## src/rtl/vec_alu_pkg.sv

```systemverilog
// Shared encodings and element-width helpers for the sequential vector ALU.
package vec_alu_pkg;

    typedef enum logic [2:0] {
        OP_VADD  = 3'b000,
        OP_VSUB  = 3'b001,
        OP_VMUL  = 3'b010,
        OP_VMACC = 3'b011,
        OP_VDOT  = 3'b100
    } op_e;

    typedef enum logic [1:0] {
        SEW_8   = 2'b00,
        SEW_16  = 2'b01,
        SEW_32  = 2'b10,
        SEW_BAD = 2'b11
    } sew_e;

    typedef enum logic [1:0] {
        S_IDLE,
        S_EXEC,
        S_DONE
    } state_e;

    function automatic logic [5:0] sew_bits(input logic [1:0] sew);
        case (sew)
            SEW_8:   return 6'd8;
            SEW_16:  return 6'd16;
            default: return 6'd32;
        endcase
    endfunction

    function automatic logic [2:0] sew_lg2(input logic [1:0] sew);
        case (sew)
            SEW_8:   return 3'd3;
            SEW_16:  return 3'd4;
            default: return 3'd5;
        endcase
    endfunction

    function automatic logic [31:0] sew_mask(input logic [1:0] sew);
        case (sew_bits(sew))
            6'd8:    return 32'h0000_00FF;
            6'd16:   return 32'h0000_FFFF;
            default: return 32'hFFFF_FFFF;
        endcase
    endfunction

    function automatic logic is_legal(input logic [2:0] op, input logic [1:0] sew);
        return (op <= 3'b100) && (sew != SEW_BAD);
    endfunction

endpackage

```

## src/rtl/vec_alu_seq_lane.sv

```systemverilog
// Combinational single-element datapath; result is truncated to the element width.
module vec_lane_mac
    import vec_alu_pkg::*;
(
    input  op_e         op_i,
    input  logic [1:0]  sew_i,
    input  logic [31:0] a_i,
    input  logic [31:0] b_i,
    input  logic [31:0] c_i,
    output logic [31:0] y_o
);

    logic [31:0] prod;
    logic [31:0] raw;

    always_comb begin
        prod = a_i * b_i;
        case (op_i)
            OP_VADD: raw = a_i + b_i;
            OP_VSUB: raw = a_i - b_i;
            OP_VMUL: raw = prod;
            default: raw = prod + c_i;  // VMACC, and VDOT with c as running sum
        endcase
        y_o = raw & sew_mask(sew_i);
    end

endmodule

```

## src/rtl/vec_alu_seq.sv

```systemverilog
// Sequential vector ALU: one element per cycle through a single lane datapath.
module vec_alu_seq
    import vec_alu_pkg::*;
#(
    parameter int XLEN  = 32,
    parameter int CNT_W = $clog2(XLEN/8) + 1
) (
    input  logic            clk,
    input  logic            reset,
    input  logic            in_valid,
    output logic            in_ready,
    input  logic [2:0]      op,
    input  logic [1:0]      sew,
    input  logic [XLEN-1:0] opA,
    input  logic [XLEN-1:0] opB,
    input  logic [XLEN-1:0] opC,
    output logic            out_valid,
    input  logic            out_ready,
    output logic [XLEN-1:0] alu_out,
    output logic            err
);

    state_e            state_q;
    op_e               op_q;
    logic [1:0]        sew_q;
    logic [CNT_W-1:0]  cnt_q;
    logic [XLEN-1:0]   a_q, b_q, c_q, res_q, alu_out_q;
    logic              out_valid_q, err_q;

    logic [7:0]        offs;
    logic [31:0]       msk, lane_a, lane_b, lane_c, lane_y;
    logic [XLEN-1:0]   res_d;
    logic [CNT_W-1:0]  last_cnt;

    always_comb begin
        msk      = sew_mask(sew_q);
        offs     = 8'(cnt_q) << sew_lg2(sew_q);
        lane_a   = 32'(a_q >> offs) & msk;
        lane_b   = 32'(b_q >> offs) & msk;
        // VDOT threads its accumulator through the c input, seeded by element 0 of C
        if (op_q == OP_VDOT)
            lane_c = ((cnt_q == '0) ? c_q[31:0] : res_q[31:0]) & msk;
        else
            lane_c = 32'(c_q >> offs) & msk;
        res_d    = (op_q == OP_VDOT) ? XLEN'(lane_y) : (res_q | (XLEN'(lane_y) << offs));
        last_cnt = CNT_W'((XLEN >> sew_lg2(sew_q)) - 1);
    end

    vec_lane_mac u_lane (
        .op_i  (op_q),
        .sew_i (sew_q),
        .a_i   (lane_a),
        .b_i   (lane_b),
        .c_i   (lane_c),
        .y_o   (lane_y)
    );

    always_ff @(posedge clk) begin
        if (reset) begin
            state_q     <= S_IDLE;
            cnt_q       <= '0;
            res_q       <= '0;
            out_valid_q <= 1'b0;
            alu_out_q   <= '0;
            err_q       <= 1'b0;
        end else begin
            case (state_q)
                S_IDLE: if (in_valid) begin
                    op_q  <= op_e'(op);
                    sew_q <= sew;
                    a_q   <= opA;
                    b_q   <= opB;
                    c_q   <= opC;
                    cnt_q <= '0;
                    res_q <= '0;
                    if (is_legal(op, sew)) begin
                        state_q <= S_EXEC;
                    end else begin
                        state_q     <= S_DONE;
                        out_valid_q <= 1'b1;
                        err_q       <= 1'b1;
                        alu_out_q   <= '0;
                    end
                end
                S_EXEC: begin
                    res_q <= res_d;
                    cnt_q <= cnt_q + 1'b1;
                    if (cnt_q == last_cnt) begin
                        state_q     <= S_DONE;
                        out_valid_q <= 1'b1;
                        err_q       <= 1'b0;
                        alu_out_q   <= res_d;
                    end
                end
                S_DONE: if (out_ready) begin
                    state_q     <= S_IDLE;
                    out_valid_q <= 1'b0;
                    err_q       <= 1'b0;
                    alu_out_q   <= '0;
                end
                default: state_q <= S_IDLE;
            endcase
        end
    end

    assign in_ready  = (state_q == S_IDLE);
    assign out_valid = out_valid_q;
    assign alu_out   = alu_out_q;
    assign err       = err_q;

endmodule

```

## config.mk

```make
export PLATFORM = sky130hd
export DESIGN_NAME = vec_alu_seq
export DESIGN_NICKNAME = d
export VERILOG_FILES = /design/src/rtl/vec_alu_pkg.sv /design/src/rtl/vec_alu_seq_lane.sv /design/src/rtl/vec_alu_seq.sv
export SDC_FILE = /design/constraint.sdc
export NUM_CORES = 2
export LEC_CHECK = 0
export ABC_AREA = 0
export ABC_CLOCK_PERIOD_IN_PS = 18700
export BUFFER_PORTS_ARGS = -buffer_cell sky130_fd_sc_hd__buf_2
export CAP_MARGIN = 20
export CORE_MARGIN = 2
export CORE_UTILIZATION = 56
export CTS_BUF_LIST = sky130_fd_sc_hd__clkbuf_8 sky130_fd_sc_hd__clkbuf_16
export DETAILED_ROUTE_END_ITERATION = 7
export GPL_TIMING_DRIVEN = 0
export PLACE_DENSITY = 0.74
export SYNTH_ARGS = -nofsm -noshare
export SYNTH_HDL_FRONTEND = slang
export SYNTH_SLANG_ARGS = --single-unit
```

## constraint.sdc

```tcl
create_clock -name clk -period 18.7 [get_ports clk]
set_input_delay 4.675 -clock clk [delete_from_list [all_inputs] [get_ports clk]]
set_output_delay 4.675 -clock clk [all_outputs]
set_load 0.1 [all_outputs]
```

==> results.json <==
{
  "grt_first_pass_wirelength_mm": 177,
  "cts_hold_buf": 0,
  "overflow": 0,
  "final_common_cell": "inv_1",
  "maxSlewHeadroom": -0.0412,
  "syn_area_sq_um": 29000,
  "coreArea_sq_um": 51300,
  "cts-htree-levels": 4,
  "ys_ff_latch": 172,
  "die_w_microns": 232,
  "start_util": 0.566,
  "final_cell_mix": "inv_1 (507), nand2_1 (478), nor2_1 (452)",
  "post_cts_buffers": 0,
  "grt_max_degree": 37,
  "fin_util": 0.611,
  "r2r-end": "alu_out[30]$_SDFFE_PP0P_",
  "drive_above_1_share": 0.0697,
  "cts_tree": "done",
  "synthesis.nets": 4202,
  "worst_slack_ns": 5.03,
  "die_y_microns": 232,
  "reg2reg_from": "sew_q[0]$_DFFE_PP_",
  "antenna_found_initial": 4,
  "numPortBuffers": 138,
  "r2r_slack_ns": 5.03,
  "die_area_sq_um": 53700,
  "crit_fanout": 10,
  "yosysSeqAreaShare": 0.153,
  "whs_endpoint": "alu_out[29]$_SDFFE_PP0P_",
  "rows": 83,
  "synth_ff_type": "edfxtp_1",
  "cts_made_buffers": 17,
  "grt_pass1_vias": 27446,
  "hold_depth": 2,
  "drtIter0Drc": 3037,
  "hp-start": "alu_out[29]$_SDFFE_PP0P_",
  "finClkSkew_ns": 0.0248,
  "yosysUniqueCellTypes": 93,
  "post-place-ws_ns": 5.42,
  "cpMostUsedCell": "fa_1",
  "fin_crit_ns": 13.67,
  "violations": "max-slew violations",
  "fmaxAchievable_mhz": 73.2,
  "finalHoldViolCount": 0,
  "finalSetupViolCount": 0,
  "status": "complete, but fails checks",
  "end_kind": "register",
  "numClockSinks": 172,
  "syn_inst": 3493,
  "period_share": 0.731,
  "crit_type": "register to register",
  "syn_avg_cell_area_sq_um": 8.31,
  "synth-warning-count": 0,
  "async_flop_share": 0,
  "wirelength_mm": 121,
  "drc": 0,
  "worstSetupStartpointType": "register",
  "hp-class": "register to register",
  "drt-pass1-iter-count": 8,
  "track_usage": 0.458,
  "boundaryPins": 140,
  "num_vias": 27470,
  "required_ns": 19.05,
  "worstPathArrival_ns": 14.02,
  "syn_to_final_growth_pct": 7.87,
  "root_buffer": "clkbuf_16",
  "dp.final_hpwl_mm": 97.9,
  "wl_per_cell_microns": 27.8,
  "finalSetupTns_ns": 0,
  "cts_resized": 0,
  "cpMaxStageDelayCell": "clkbuf_1",
  "clk_path_buf_depth": 2,
  "via_per_inst": 6.31,
  "reg2reg_depth": 41,
  "rsz0062_at_grt": "no",
  "drv_slew": 4,
  "maxCapViolations": 0,
  "slowest_delay_ns": 0.74,
  "clkTransAtPathRegs_ns": 0.08,
  "antenna_violating_nets_post_route": 0,
  "layout.nets": 4368,
  "insertion_delay_ns": 0.48,
  "gp_congestion": 1.10,
  "synth-edff-count": 101,
  "tightest_slew_ns": 1.56
}
[worst max-delay path: cells and delay by family (launching register included)]
kind                       cells  cell delay, ns
DFF                            1            0.62
AOI/OAI and AO/OA             14            3.64
and+or+nand+nor                5            0.62
xor gates and xnor gates       2            0.86
buffers and inverters         10            2.99
adders and majority gates     10            4.73
[kinds of logic after synthesis]
group / share of synthesized area
multiplexers: 0.0147
flip-flops: 0.153
AO/OA/AOI/OAI: 0.152
adder cells (fa/ha/maj): 0.366
AND/OR/NAND/NOR: 0.169
buffers and inverters: 0.0943
XOR/XNOR: 0.0505
[state kept, by name, indices dropped and copies added, names as in the netlist, 2 cells and up]
name and count:
res_q 32, a_q 32, alu_out 32, b_q 32, sew_q 2, cnt_q 3
c_q 32, op_q 3, state_q 2
[through the flow]
step	cells	instance area [sq um]	hold slack, ns
after floorplan	3493	29000	0.441
after global placement	4311	30600	0.443
after detailed placement	4319	30700	0.445
after CTS	4351	31300	0.457
after global routing	4353	31300	0.473
final	4356	31300	0.454
[synthesized netlist by cell type (13+ instances only)]
cell type  number  share of area
a21o_1         63          0.016
fa_1          410           0.28
o22ai_1        26         0.0056
edfxtp_1      101           0.10
a211oi_1       28         0.0072
nand2_1       478          0.062
o21ai_0       113          0.019
o211ai_1       14         0.0036
a21oi_1       158          0.027
nor2_1        453          0.059
a22oi_1        40          0.010
dfxtp_1        71          0.049
o22a_1         17         0.0051
inv_1         506          0.065
a221oi_1       15         0.0045
o21a_1         20         0.0052
xnor2_1       114          0.034
mux2i_1        37          0.013
nor2b_1        17         0.0037
nor3_1         33         0.0057
clkinv_1       13         0.0017
a31oi_1        28         0.0060
and3_1         18         0.0039
ha_1          194          0.084
buf_1          18         0.0023
xor2_1         38          0.011
nand3_1        51         0.0088
buf_2          19         0.0033
clkbuf_1      134          0.017
and2_1         19         0.0041
nand2b_1       26         0.0056
[worst max path at each step]
| stage | startpoint | endpoint | slack, ns | depth (start not counted) |
|---|---|---|---|---|
| finish | sew_q[0]$_DFFE_PP_ | alu_out[30]$_SDFFE_PP0P_ | 5.03 | 41 |
| floorplan | sew_q[1]$_DFFE_PP_ | alu_out[31]$_SDFFE_PP0P_ | 8.54 | 43 |
| global route | sew_q[0]$_DFFE_PP_ | res_q[25]$_SDFFE_PP0P_ | 4.69 | 42 |
| global placement | sew_q[0]$_DFFE_PP_ | alu_out[24]$_SDFFE_PP0P_ | 5.40 | 40 |
| CTS | sew_q[0]$_DFFE_PP_ | res_q[24]$_SDFFE_PP0P_ | 5.30 | 40 |
| detailed placement | sew_q[0]$_DFFE_PP_ | res_q[24]$_SDFFE_PP0P_ | 5.42 | 40 |
[routing by layer]
metal,up-vias,GRT usage,part of all wire
met2,1937,0.711,0.44
met5,-,0,0.00018
met3,624,0.135,0.12
li1,11714,-,-
met1,13191,0.517,0.34
met4,4,0.396,0.11
[final cells by class]
class / count / area (sq um)
clock inverter: 15 / 176
clock buffer: 17 / 425
fill: 4697 / 20000
inverter: 524 / 1970
antenna: 4 / 10.0
sequential: 172 / 4450
timing repair buffer: 147 / 808
tap: 680 / 851
buffer: 182 / 767
multi-input combinational: 2615 / 21900
Power is not shown: default switching activity piles up to over one toggle a cycle in this logic, so the estimate is an artifact.
